**src/rtl/alarm_bank.sv**
```systemverilog
// Multi-channel alarm engine: N_ALARM hour/minute alarms compared on the 1 Hz enable,
// with ack, bounded snooze, auto-stop and a blinking LED bus.

module alarm_chan #(
  parameter int SNOOZE_MIN = 5,
  parameter int MAX_SNOOZE = 3,
  parameter int RING_SEC   = 60,
  parameter int SCW        = 9,
  parameter int SNW        = 2
) (
  input  logic       clk,
  input  logic       rst,
  input  logic       clk1sec,
  input  logic [7:0] hour,
  input  logic [7:0] minute,
  input  logic [7:0] second,
  input  logic       wr_sel,
  input  logic [7:0] wr_hour,
  input  logic [7:0] wr_min,
  input  logic       wr_arm,
  input  logic       ack_sel,
  input  logic       snz_sel,
  output logic       ringing_nxt,
  output logic       arm_nxt
);
  typedef enum logic [1:0] {IDLE, RINGING, SNOOZED} st_e;

  localparam logic [7:0]     RS   = 8'(RING_SEC);
  localparam logic [SCW-1:0] SL   = SCW'(SNOOZE_MIN * 60);
  localparam logic [SNW-1:0] MAXS = SNW'(MAX_SNOOZE);

  st_e            st_q, st_d;
  logic [7:0]     hour_q, hour_d, min_q, min_d, ring_cnt_q, ring_cnt_d;
  logic           arm_q, arm_d;
  logic [SCW-1:0] snz_cnt_q, snz_cnt_d;
  logic [SNW-1:0] snz_num_q, snz_num_d;

  // Priority: write > ack/snooze > per-second timing/trigger.
  always_comb begin
    st_d       = st_q;
    hour_d     = hour_q;
    min_d      = min_q;
    arm_d      = arm_q;
    ring_cnt_d = ring_cnt_q;
    snz_cnt_d  = snz_cnt_q;
    snz_num_d  = snz_num_q;
    if (wr_sel) begin
      hour_d     = wr_hour;
      min_d      = wr_min;
      arm_d      = wr_arm;
      st_d       = IDLE;
      ring_cnt_d = '0;
      snz_cnt_d  = '0;
      snz_num_d  = '0;
    end else if (st_q == RINGING && (ack_sel || snz_sel)) begin
      if (ack_sel || snz_num_q == MAXS) begin
        st_d = IDLE;
      end else begin
        st_d      = SNOOZED;
        snz_cnt_d = SL;
        snz_num_d = snz_num_q + 1'b1;
      end
    end else if (clk1sec) begin
      unique case (st_q)
        IDLE: if (arm_q && second == 8'd0 && hour == hour_q && minute == min_q) begin
          st_d       = RINGING;
          ring_cnt_d = '0;
          snz_num_d  = '0;
        end
        RINGING: begin
          ring_cnt_d = ring_cnt_q + 8'd1;
          if (ring_cnt_d == RS) st_d = IDLE;
        end
        SNOOZED: begin
          snz_cnt_d = snz_cnt_q - 1'b1;
          if (snz_cnt_d == '0) begin
            st_d       = RINGING;
            ring_cnt_d = '0;
          end
        end
        default: st_d = IDLE;
      endcase
    end
  end

  always_ff @(posedge clk or negedge rst) begin
    if (!rst) begin
      st_q       <= IDLE;
      hour_q     <= '0;
      min_q      <= '0;
      arm_q      <= 1'b0;
      ring_cnt_q <= '0;
      snz_cnt_q  <= '0;
      snz_num_q  <= '0;
    end else begin
      st_q       <= st_d;
      hour_q     <= hour_d;
      min_q      <= min_d;
      arm_q      <= arm_d;
      ring_cnt_q <= ring_cnt_d;
      snz_cnt_q  <= snz_cnt_d;
      snz_num_q  <= snz_num_d;
    end
  end

  // Next-state views let the top register its outputs with one cycle of latency.
  assign ringing_nxt = (st_d == RINGING);
  assign arm_nxt     = arm_d;
endmodule

module alarm_bank #(
  parameter int N_ALARM    = 4,
  parameter int SNOOZE_MIN = 5,
  parameter int MAX_SNOOZE = 3,
  parameter int RING_SEC   = 60,
  parameter int LED_W      = 8,
  localparam int IW        = (N_ALARM > 1) ? $clog2(N_ALARM) : 1
) (
  input  logic               clk,
  input  logic               rst,
  input  logic               clk1sec,
  input  logic [7:0]         hour,
  input  logic [7:0]         minute,
  input  logic [7:0]         second,
  input  logic               wr_en,
  input  logic [IW-1:0]      wr_idx,
  input  logic [7:0]         wr_hour,
  input  logic [7:0]         wr_min,
  input  logic               wr_arm,
  input  logic               ack,
  input  logic               snooze,
  output logic               ring,
  output logic [IW-1:0]      ring_idx,
  output logic [N_ALARM-1:0] armed,
  output logic [LED_W-1:0]   led
);
  localparam int SCW = $clog2(SNOOZE_MIN * 60 + 1);
  localparam int SNW = (MAX_SNOOZE > 0) ? $clog2(MAX_SNOOZE + 1) : 1;

  logic [N_ALARM-1:0] wr_sel, ack_sel, snz_sel, rng_nxt, arm_nxt;
  logic               ring_q, ring_d, phase_q, phase_d;
  logic [IW-1:0]      ring_idx_q, ring_idx_d;
  logic [N_ALARM-1:0] armed_q, armed_d;
  logic [LED_W-1:0]   led_q, led_d;

  // An out-of-range wr_idx matches no lane and is dropped.
  always_comb begin
    for (int i = 0; i < N_ALARM; i++) begin
      wr_sel[i]  = wr_en  && (wr_idx == IW'(i));
      ack_sel[i] = ack    && (ring_idx_q == IW'(i));
      snz_sel[i] = snooze && (ring_idx_q == IW'(i));
    end
  end

  for (genvar g = 0; g < N_ALARM; g++) begin : g_ch
    alarm_chan #(
      .SNOOZE_MIN(SNOOZE_MIN), .MAX_SNOOZE(MAX_SNOOZE), .RING_SEC(RING_SEC),
      .SCW(SCW), .SNW(SNW)
    ) u_ch (
      .clk(clk), .rst(rst), .clk1sec(clk1sec),
      .hour(hour), .minute(minute), .second(second),
      .wr_sel(wr_sel[g]), .wr_hour(wr_hour), .wr_min(wr_min), .wr_arm(wr_arm),
      .ack_sel(ack_sel[g]), .snz_sel(snz_sel[g]),
      .ringing_nxt(rng_nxt[g]), .arm_nxt(arm_nxt[g])
    );
  end

  always_comb begin
    ring_d     = |rng_nxt;
    ring_idx_d = '0;
    for (int i = N_ALARM - 1; i >= 0; i--)
      if (rng_nxt[i]) ring_idx_d = IW'(i);
    armed_d = arm_nxt;
    // Phase only advances on seconds where the ring was already showing.
    phase_d = ring_d ? (phase_q ^ (clk1sec & ring_q)) : 1'b0;
    led_d   = {LED_W{phase_d}};
  end

  always_ff @(posedge clk or negedge rst) begin
    if (!rst) begin
      ring_q     <= 1'b0;
      ring_idx_q <= '0;
      armed_q    <= '0;
      phase_q    <= 1'b0;
      led_q      <= '0;
    end else begin
      ring_q     <= ring_d;
      ring_idx_q <= ring_idx_d;
      armed_q    <= armed_d;
      phase_q    <= phase_d;
      led_q      <= led_d;
    end
  end

  assign ring     = ring_q;
  assign ring_idx = ring_idx_q;
  assign armed    = armed_q;
  assign led      = led_q;
endmodule

```
**config.mk**
```make
export PLATFORM = sky130hd
export DESIGN_NAME = alarm_bank
export DESIGN_NICKNAME = d
export VERILOG_FILES = /design/src/rtl/alarm_bank.sv
export SDC_FILE = /design/constraint.sdc
export NUM_CORES = 1
export LEC_CHECK = 0
export ABC_AREA = 1
export BUFFER_PORTS_ARGS = -buffer_cell sky130_fd_sc_hd__buf_4
export CAP_MARGIN = 20
export CORE_UTILIZATION = 56
export DETAILED_ROUTE_END_ITERATION = 10
export PLACE_DENSITY = 0.78
export SETUP_SLACK_MARGIN = 0.4
export SLEW_MARGIN = 20
export SYNTH_ARGS = -nofsm -noshare
export SYNTH_HDL_FRONTEND = slang
export SYNTH_HIERARCHICAL = 1
export SYNTH_SLANG_ARGS = --single-unit
```
**constraint.sdc**
```tcl
create_clock -name clk -period 1.85 [get_ports clk]
set_input_delay 0.2775 -clock clk [delete_from_list [all_inputs] [get_ports clk]]
set_output_delay 0.2775 -clock clk [all_outputs]
set_load 0.02 [all_outputs]
```
==> results of run 1 <==
-- routing by layer --
layer | global-route usage [%] | vias up | share of wire [%]
li1 | - | 4710 | -
met1 | 40.3 | 4630 | 42
met2 | 50.3 | 394 | 49
met3 | 5.03 | 90 | 5.9
met4 | 14.4 | 0 | 3.3
met5 | 0 | - | 0
-- how the worst max path moves through the flow --
stage,from,endpoint,cells after the start
final,g_ch[0].u_ch/snz_cnt_q[0],led[0],18
after floorplan,g_ch[3].u_ch/snz_cnt_q[0],led[0],18
after global routing,g_ch[3].u_ch/snz_cnt_q[1],led[0],18
after detailed placement,hour[6],led[0],15
after global placement,hour[6],led[0],15
after CTS,g_ch[1].u_ch/snz_cnt_q[1],led[0],18
-- worst reg2reg max path, stage by stage, from the launching register on --
cell	delay [ns]
dfrtp_1	0.41
inv_2	0.09
ha_4	0.16
inv_2	0.05
nand2_2	0.09
nand2_4	0.06
nor2_4	0.07
nand3_2	0.08
nor3_4	0.23
nand2_1	0.08
nand2_1	0.07
nand2_1	0.05
nand2_1	0.08
nand2_2	0.08
nor2_4	0.13
inv_2	0.05
nand2_4	0.07
nor2_2	0.05
nor2_1	0.12
-- layout make-up --
type,instances,area share (%)
clock buffer,18,3.32
clock inverter,14,1.25
inverter,184,5.37
multi-input combinational,997,44.1
sequential,160,30.3
tap,220,2.08
timing repair buffer,208,13.6
-- cell usage after synthesis --
cell type and number:
a21oi_1 6, a31o_2 1, buf_1 3, buf_2 3, buf_4 9, clkbuf_1 9
dfrtp_1 160, ha_1 16, inv_1 173, inv_2 10, inv_4 1, nand2_1 431
nand2_2 8, nand2_4 4, nand3_1 76, nand3_2 12, nand3_4 4, nand3b_1 4
nand4_1 12, nor2_1 161, nor2_2 21, nor2_4 11, nor2_8 3, nor3_1 25
nor3_4 4, nor3b_1 2, o21ai_0 94, o21ai_1 27, o21ai_2 5, o21ai_4 3
o21bai_1 4, o22ai_1 28, xnor2_1 11, xor2_1 23
-- what timing repair did --
action,in CTS,in global routing
hold buffers,1,0
pin swaps,42,61
gates cloned,1,0
setup buffers,36,20
endpoints found under the hold margin,28,0
gates resized for setup,110,90
setup endpoints to repair,98,97
-- sequential cells by signal, indices dropped and copies added (netlist names), 2 cells and up --
name                  flops
g_ch.u_ch/arm_q           4
g_ch.u_ch/ring_cnt_q     32
g_ch.u_ch/snz_num_q       8
ring_idx                  2
g_ch.u_ch/snz_cnt_q      36
g_ch.u_ch/st_q            8
g_ch.u_ch/min_q          32
armed                     4
g_ch.u_ch/hour_q         32
-- report_power, final --
group | total (mW) | internal [mW] | switching (mW)
Sequential | 5.15 | 4.37 | 0.783
Clock | 3.62 | 2.15 | 1.47
Combinational | 9.54 | 4.05 | 5.48
Total | 18.3 | 10.6 | 7.73
-- cell families (layout without fill, tap and decap cells) --
group	after synthesis	in the layout	share of synthesized area [%]
compound gates	168	168	9.64
xor+xnor	34	34	3.05
fa+ha+maj	16	16	2.05
buf+inv	208	424	8.39
flops	160	160	40.9
simple gates	778	779	35.9
==> summary.md, run 1 <==
| Metric | Value |
|---|---|
| GPL Wtd Cong | ~0.89 |
| LEAKAGE | between 6 and 7 nW |
| Fin crit share | 113% |
| CTS Buffer Depth | 2 |
| All-Layer GR Usage | between 30% and 40% |
| Max_cap viols | 0 |
| Area of the multi-input gates | around 5800 sq um |
| R2R depth | 18 |
| Final setup violation count | 49 |
| Vias per cell | 5.45 |
| Mapped cell area | 9780 sq um |
| VDD IR-drop max | between 0.9 and 1 mV |
| Via Count | between 9000 and 10000 |
| DRT antenna net count | 0 |
| Critical path's largest stage delay | about 0.41 ns |
| Clk root buf | clkbuf_16 |
| Final Total Pwr | around 18 mW |
| Crit-path cells | inv_2 > ha_4 > inv_2 > nand2_2 > nand2_4 > nor2_4 > nand3_2 > nor3_4 > nand2_1 > nand2_1 > nand2_1 > nand2_1 > nand2_2 > nor2_4 > inv_2 > nand2_4 > nor2_2 > nor2_1 |
| Placed inst area | 11400 sq um |
| Initial Util | about three fifths |
| Final hold violations | 0 |
| Worst Path Max Fanout | 5 |
| Finished Layout Cells | between 1500 and 2000 |
| Outcome | finished, violations left |
| Drt wl/cell | about 16 microns |
| Slew HR | 65.9% |
| Worst Tran Pin Value | a little over 0.5 ns |
| Layout Nets | around 1600 |
| DP HPWL | ~17000 microns |
| Worst path top cell family by delay | simple AND/OR/NAND/NOR gates |
| Min-Delay Endpoint | g_ch[2].u_ch/min_q[0] |
| DRT iter0 DRCs | between 800 and 900 |
| Worst path slowest cell | dfrtp_1 |
| Peak Freq | around 480 MHz |
| Clock latency reported for the late side of the worst-skew pair | around 0.43 ns |
| Syn_area_per_cell | 7.17 sq um |
| Die width | roughly 130 microns |
| Min cycle time layout | around 2.1 ns |
| Worst EP arrival | approximately 2.5 ns |
| CTS tree | done |
| Leading cell types in the layout, fill and taps excluded | nand2_1 (380), buf_4 (168), dfrtp_1 (158) |
| Core Util, Final | between 70% and 80% |
| Post-synth cell types | 34 |
| DRC viols | 0 |
| Synth top area cells | dfrtp_1 (41%), nand2_1 (17%), inv_1 (6.6%) |
| Share of cells above drive strength 1 | 30.8% |
| Number of antenna diodes | 0 |
| Critical Path RT | around 2.2 ns |
| Routed WL | around 29000 microns |
| Syn Inst Count | 1364 |
| Register Area | 4010 sq um |
| Port bufs | 63 |
| Io pins | between 60 and 70 |
| Total core area | about 17000 sq um |
| CP endpoint kind | register |
| Min-Delay Path Class | in -> reg |
| Vias in the first global route | roughly 9300 |
| Warnings from Yosys | 6 |
| Wire length of the first global-routing pass | 43800 microns |
| Reg clk slew, reported paths | about 0.07 ns |
| Kind of critical path | reg -> reg |
| Hold Crit Start | wr_min[0] |
| Most common cell after layout, fill and taps aside | nand2_1 |
| Critical path's most frequent cell | nand2_1 |
| Worst Hold Path Cells | 3 |
| Worst Path Buf+Inv | 3 |
| Slew Limit Fails | 0 |
| Area Growth Syn to Fin | 35.4% |
| Setup total negative slack | -5.58 ns |
| H-tree Lvls | 4 |
| Initial antenna violation count | 0 |
| Final Skew | ~0.0085 ns |
| Reg2Reg Setup Slack | -0.25 ns |
| Reg2reg end | led[0] |
| Final instance area | between 10000 and 15000 sq um |
| Synth area leader | dfrtp_1 |
| Die area | around 18000 sq um |
| Row count | between 40 and 50 |
| DR pass1 iterations | 5 |
| Setup crit start kind | register |
| Failing checks | negative setup slack |
| Largest net degree at the start of global routing | 57 |
| PD cells | between 1000 and 1500 nW/um^2 |
| Dpl ws | -0.186 ns |
| Yosys top cell area share | just over 40% |
| Sequential share of the synthesized area | 40.9% |
| R2R Path Start | g_ch[0].u_ch/snz_cnt_q[0] |
| Num CTS Buffers | 17 |
| Die Ht | about 130 microns |
| WHS | about 0.078 ns |
| Synth Net Count | roughly 1400 |
| Grt total ovfl | 0 |
| Seq cells post-synth | between 150 and 200 |
| Clock Sinks | between 150 and 200 |
| RSZ-0062 raised after global routing | true |
| Final worst slack | -0.248 ns |
| Cells after DPL | between 1500 and 2000 |
| Filler instances | roughly 1100 |
(Power assumes the default switching activity.)
==> run 2, diff against run 1 <==
Settings changed: ABC_CLOCK_PERIOD_IN_PS set to 1850, CORE_UTILIZATION 56 to 53, PLACE_DENSITY 0.78 to 0.74.
==> run 2 against run 1 <==
Effect of this change: the run still ends with negative setup slack left; die area up 5.6%; combinational power grew 3.2%; count of clock-buffer cells in the layout rose by 2; hold slack better by 0.0052 ns; first-iteration DRC count decreased by 30%; cell count increased by 1.2%; routed wire length rose by 2.0%; global-route usage down 0.75 points; register-to-register slack lost 0.02 ns; sequential power hardly changed.
==> summary.md, run 2 (synthesis results as in run 1) <==
| Metric | Value |
|---|---|
| Peak Freq | between 400 and 500 MHz |
| Final Total Pwr | around 19 mW |
| All-Layer GR Usage | between 30% and 40% |
| Num CTS Buffers | 17 |
| Worst path slowest cell | dfrtp_1 |
| Port bufs | 63 |
| Outcome | finished, violations left |
| Total core area | 18000 sq um |
| Vias in the first global route | about 9500 |
| Clock Sinks | 160 |
| Routed WL | 29200 microns |
| Die area | around 19000 sq um |
| Initial antenna violation count | 0 |
| Die width | roughly 140 microns |
| CP endpoint kind | register |
| Final Skew | about 0.010 ns |
| DRC viols | 0 |
| Share of cells above drive strength 1 | between 30 and 40% |
| LEAKAGE | around 6.6 nW |
| Failing checks | negative setup slack |
| Leading cell types in the layout, fill and taps excluded | nand2_1 (372), buf_4 (175), dfrtp_1 (157) |
| VDD IR-drop max | ~0.95 mV |
| Slew HR | about three fifths |
| Wire length of the first global-routing pass | approximately 44000 microns |
| Via Count | 9878 |
| CTS tree | done |
| CTS Buffer Depth | 2 |
| Final hold violations | 0 |
| Setup total negative slack | -4.33 ns |
| Layout Nets | 1647 |
| Drt wl/cell | 16.0 microns |
| Filler instances | ~1200 |
| DRT iter0 DRCs | slightly below 600 |
| Reg2Reg Setup Slack | -0.27 ns |
| Biggest register | g_ch.u_ch/snz_cnt_q |
| Worst Tran Pin Value | approximately 0.61 ns |
| Vias per cell | between 5 and 6 |
| Cells after DPL | between 1500 and 2000 |
| Finished Layout Cells | approximately 1800 |
| Worst EP arrival | between 2 and 2.5 ns |
| Flip-flop count of the largest register after layout | 36 |
| Kind of critical path | reg -> reg |
| Critical Path RT | approximately 2.2 ns |
| Die Ht | about 140 microns |
| Grt total ovfl | 0 |
| Fin crit share | 115% |
| Final worst slack | -0.270 ns |
| Largest net degree at the start of global routing | 39 |
| DP HPWL | 18100 microns |
| Min-Delay Path Class | in -> reg |
| Io pins | 64 |
| Min cycle time layout | around 2.1 ns |
| Clk root buf | clkbuf_16 |
| Area Growth Syn to Fin | 38.5% |
| Most common cell after layout, fill and taps aside | nand2_1 |
| GPL Wtd Cong | 0.893 |
| Critical path's largest stage delay | about 0.39 ns |
| RSZ-0062 raised after global routing | true |
| PD cells | approximately 1400 nW/um^2 |
| DR pass1 iterations | 5 |
| Max_cap viols | 0 |
| DRT antenna net count | 0 |
| Worst Path Max Fanout | 5 |
| Initial Util | 54.2% |
| Final setup violation count | 41 |
| Number of antenna diodes | 0 |
| Row count | 49 |
| Setup crit start kind | register |
| Slew Limit Fails | 0 |
| H-tree Lvls | 4 |
| Crit-path cells | inv_2 > ha_4 > nand3_1 > nand2_1 > nand2_1 > nor3_4 > nand4_1 > nand3_2 > nand2_2 > nor2_2 > inv_2 > nand2_2 > nor2_2 > nor2_1 |
| Reg clk slew, reported paths | about 0.060 ns |
| Clock latency reported for the late side of the worst-skew pair | 0.43 ns |
run 2: cell count changes in the layout (fill, tap and decap cells not counted), sizes merged:
| cell | delta |
|---|---|
| nor2 | +1 |
| clkbuf | +2 |
| buf | +13 |
| clkinvlp | -3 |
run 2: worst max-delay path, delay by kind of cell (launching register included):
kind / cells / cell delay [ns]
simple gates: 11 / 1.34
fa+ha+maj: 1 / 0.16
flops: 1 / 0.39
buf+inv: 2 / 0.16
run 2: through the flow:
stage,setup WS [ns],util (%),area (sq um),hold WS [ns]
after global routing,-0.416,75.1,13500,0.0856
after floorplan,0.129,-,9980,-0.0181
final,-0.270,75.1,13500,0.0836
after detailed placement,-0.219,63.5,11400,0.202
after CTS,-0.126,71.9,13000,0.0734
after global placement,-0.183,63.5,11400,0.203
run 2: worst paths after layout:
check	startpoint	to	cells past startpoint
worst max-delay path	g_ch[1].u_ch/snz_cnt_q[1]	led[0]	14
worst min-delay path	wr_min[0]	g_ch[0].u_ch/min_q[0]	3
worst max register to register	g_ch[1].u_ch/snz_cnt_q[1]	led[0]	14
worst min register to register	g_ch[2].u_ch/min_q[5]	g_ch[2].u_ch/min_q[5]	2
max in group asynchronous	rst	g_ch[0].u_ch/ring_cnt_q[7]	3
min in group asynchronous	rst	g_ch[3].u_ch/snz_cnt_q[6]	2
run 2: power breakdown:
| part | internal, mW | switching, mW |
|---|---|---|
| clock | 2.18 | 1.43 |
| combinational | 4.25 | 5.60 |
| sequential | 4.37 | 0.800 |
run 2: final cells by class:
class	instances	area, sq um	share of cell area, %
inverters	184	703	5.19
repair buffers	221	1950	14.4
clock buffers	20	457	3.37
well taps	229	287	2.12
multi-input cells	998	5990	44.3
clock inverters	11	139	1.03
flip-flops and latches	160	4010	29.6
run 2: repair_timing:
action,4_1_cts,5_1_grt
endpoints found under the hold margin,29,0
gates resized for setup,120,110
setup endpoints to repair,90,98
hold buffers,1,0
setup buffers,45,18
gates cloned,2,0
pin swaps,65,55
run 2: routing by layer:
metal  part of all wire, %  track usage [%]  wire, microns
met2                    52             51.8          15100
met3                   5.1             3.75           1480
met5                     0                0              0
met4                   3.0             12.1            877
met1                    40             38.3          11800
==> run 3, diff against run 2 <==
Settings changed: CORE_MARGIN set to 2.
==> run 3 against run 2 <==
Effect of this change: the flow still finishes with violations (negative setup slack); sequential share of layout area is 0.61 points higher; first-iteration DRC count is 26% higher; final area is 2.0% lower; core utilization is 1.5 points lower; routed wire length is 4.3% lower; cell count is 0.88% lower; via count is 1.5% lower; clock power hardly changed; critical endpoint unchanged; critical path depth stayed put.
==> summary.md, run 3 (synthesis results as in run 1) <==
| Metric | Value |
|---|---|
| Area Growth Syn to Fin | 35.7% |
| DR pass1 iterations | 5 |
| Reg clk slew, reported paths | 0.07 ns |
| Row count | 49 |
| Final Skew | between 0.01 and 0.015 ns |
| Final setup violation count | 40 |
| Initial Util | 54.2% |
| Min-Delay Path Class | in -> reg |
| Port bufs | 63 |
| Worst Hold Path Cells | 3 |
| Dpl ws | -0.125 ns |
| H-tree Lvls | 4 |
| CTS tree | done |
| Wire length of the first global-routing pass | ~44000 microns |
| RSZ-0062 raised after global routing | true |
| Comb pwr share | about half |
| Worst Tran Pin Value | 0.614 ns |
| Worst Path Max Fanout | 4 |
| Filler instances | 1334 |
| Max_cap viols | 0 |
| Layout Nets | between 1500 and 2000 |
| Clock latency reported for the late side of the worst-skew pair | 0.44 ns |
| Core Util, Final | about three quarters |
| Die Ht | about 140 microns |
| Switching part of the total | about 43% |
| CTS Buffer Depth | 2 |
| Most common cell after layout, fill and taps aside | nand2_1 |
| Register Area | around 4000 sq um |
| Kind of critical path | reg -> reg |
| R2R depth | 14 |
| Int Pwr | between 10 and 15 mW |
| CP endpoint kind | register |
| Grt total ovfl | 0 |
| Worst EP arrival | 2.44 ns |
| Sw power | 7.83 mW |
| Die width | ~140 microns |
| PD cells | 1380 nW/um^2 |
| Register share of total power | between 20 and 30% |
| Drt wl/cell | 15.5 microns |
| Critical Path RT | roughly 2.2 ns |
| LEAKAGE | 6.51 nW |
| Via Count | around 10000 |
| Number of antenna diodes | 0 |
| Initial antenna violation count | 0 |
| Leading cell types in the layout, fill and taps excluded | nand2_1 (379), buf_4 (160), dfrtp_1 (156) |
| Placed inst area | between 10000 and 15000 sq um |
| Total core area | ~18000 sq um |
| Biggest register | g_ch.u_ch/snz_cnt_q |
| Flip-flop count of the largest register after layout | 36 |
| Clock share of power | 19.9% |
| Failing checks | negative setup slack |
| Vias per cell | 5.38 |
| Routed WL | 28000 microns |
| DRT iter0 DRCs | 746 |
| Area of the multi-input gates | 5930 sq um |
| Die area | around 20000 sq um |
| Slew HR | around 60% |
| DP HPWL | 18100 microns |
| Setup crit start kind | register |
| Outcome | finished, violations left |
| GPL Wtd Cong | 0.896 |
| All-Layer GR Usage | between 20% and 30% |
| Largest net degree at the start of global routing | 40 |
| Final worst slack | -0.235 ns |
| Num CTS Buffers | 17 |
| Share of cells above drive strength 1 | between 30% and 40% |
| Slew Limit Fails | 0 |
| Clock Sinks | 160 |
| Min cycle time layout | ~2.1 ns |
| Final instance area | ~13000 sq um |
| Clk root buf | clkbuf_16 |
| Final hold violations | 0 |
| Vias in the first global route | between 9000 and 10000 |
| WHS | 0.0719 ns |
| Peak Freq | ~480 MHz |
| DRC viols | 0 |
| Io pins | 64 |
| DRT antenna net count | 0 |
| Fin crit share | 113% |
| VDD IR-drop max | 1.05 mV |
[run 3: cell types whose count changed in the layout (fill, tap and decap cells not counted), moves of 6 or more]
cell     previous run  this run
buf_12             14         8
buf_4             175       160
inv_1             153       147
inv_2              28        34
nand2_1           372       379
nand2_2            55        46
nand2_4            11        17
nand3_1            60        66
nor2_1            147       136
nor2_2             21        31
o21ai_0            86        80
[run 3: area by class of cell]
type                    count  area share, %
clock buffers              17           3.21
clock inverters            15           1.29
inverters                 184           5.30
multi-input cells        1000           44.7
flip-flops and latches    160           30.2
well taps                 229           2.16
repair buffers            202           13.1
[run 3: layer usage]
metal	wire [microns]	global-route usage, %
met5	0	0
met4	747	10.7
met3	1360	5.20
met2	14100	47.0
met1	11700	35.7
[run 3: path summary, 6_finish.rpt]
check,start,to,slack [ns]
max,g_ch[2].u_ch/snz_cnt_q[1],led[0],-0.24
min,wr_min[1],g_ch[0].u_ch/min_q[1],0.07
max reg2reg,g_ch[2].u_ch/snz_cnt_q[1],led[0],-0.24
min reg2reg,g_ch[3].u_ch/snz_num_q[0],g_ch[3].u_ch/snz_num_q[0],0.49
max in group asynchronous,rst,g_ch[1].u_ch/hour_q[4],0.88
min in group asynchronous,rst,g_ch[3].u_ch/snz_cnt_q[3],0.32
[run 3: power groups by stage]
stage | Combinational, mW | Sequential (mW) | Clock, mW
2_1_floorplan | 4.79 | 5.11 | 0
3_3_place_gp | 6.77 | 5.11 | 0
3_5_place_dp | 6.94 | 5.15 | 0
4_1_cts | 8.26 | 5.11 | 3.69
5_1_grt | 10.3 | 5.29 | 3.85
6_report | 9.49 | 5.18 | 3.64
[run 3: metrics by stage]
step | total power, mW | setup TNS, ns | instances
2_1_floorplan | 9.90 | 0 | 1364
3_3_place_gp | 11.9 | -0.438 | 1713
3_5_place_dp | 12.1 | -1.21 | 1713
4_1_cts | 17.1 | -1.35 | 1780
5_1_grt | 19.5 | -9.74 | 1807
6_report | 18.3 | -4.70 | 1807
[run 3: repair_timing]
action | in CTS | in global routing
setup buffers | 31 | 26
hold buffers | 1 | 0
gates resized for setup | 113 | 121
pin swaps | 54 | 67
hold endpoints to repair | 31 | 0
gates cloned | 3 | 1
setup endpoints to repair | 98 | 98
[run 3: worst max-delay path: stages, from the launching register on]
cell and delay, ns:
dfrtp_1 0.40, buf_6 0.13, nor2_4 0.14, nand2_4 0.08, o21ai_2 0.14, nand2_2 0.09
nor3_4 0.22, nand4_1 0.15, nand3_1 0.16, nand2_2 0.08, nor2_2 0.14, inv_2 0.06
nand2_2 0.06, nor2_2 0.05, nor2_1 0.11
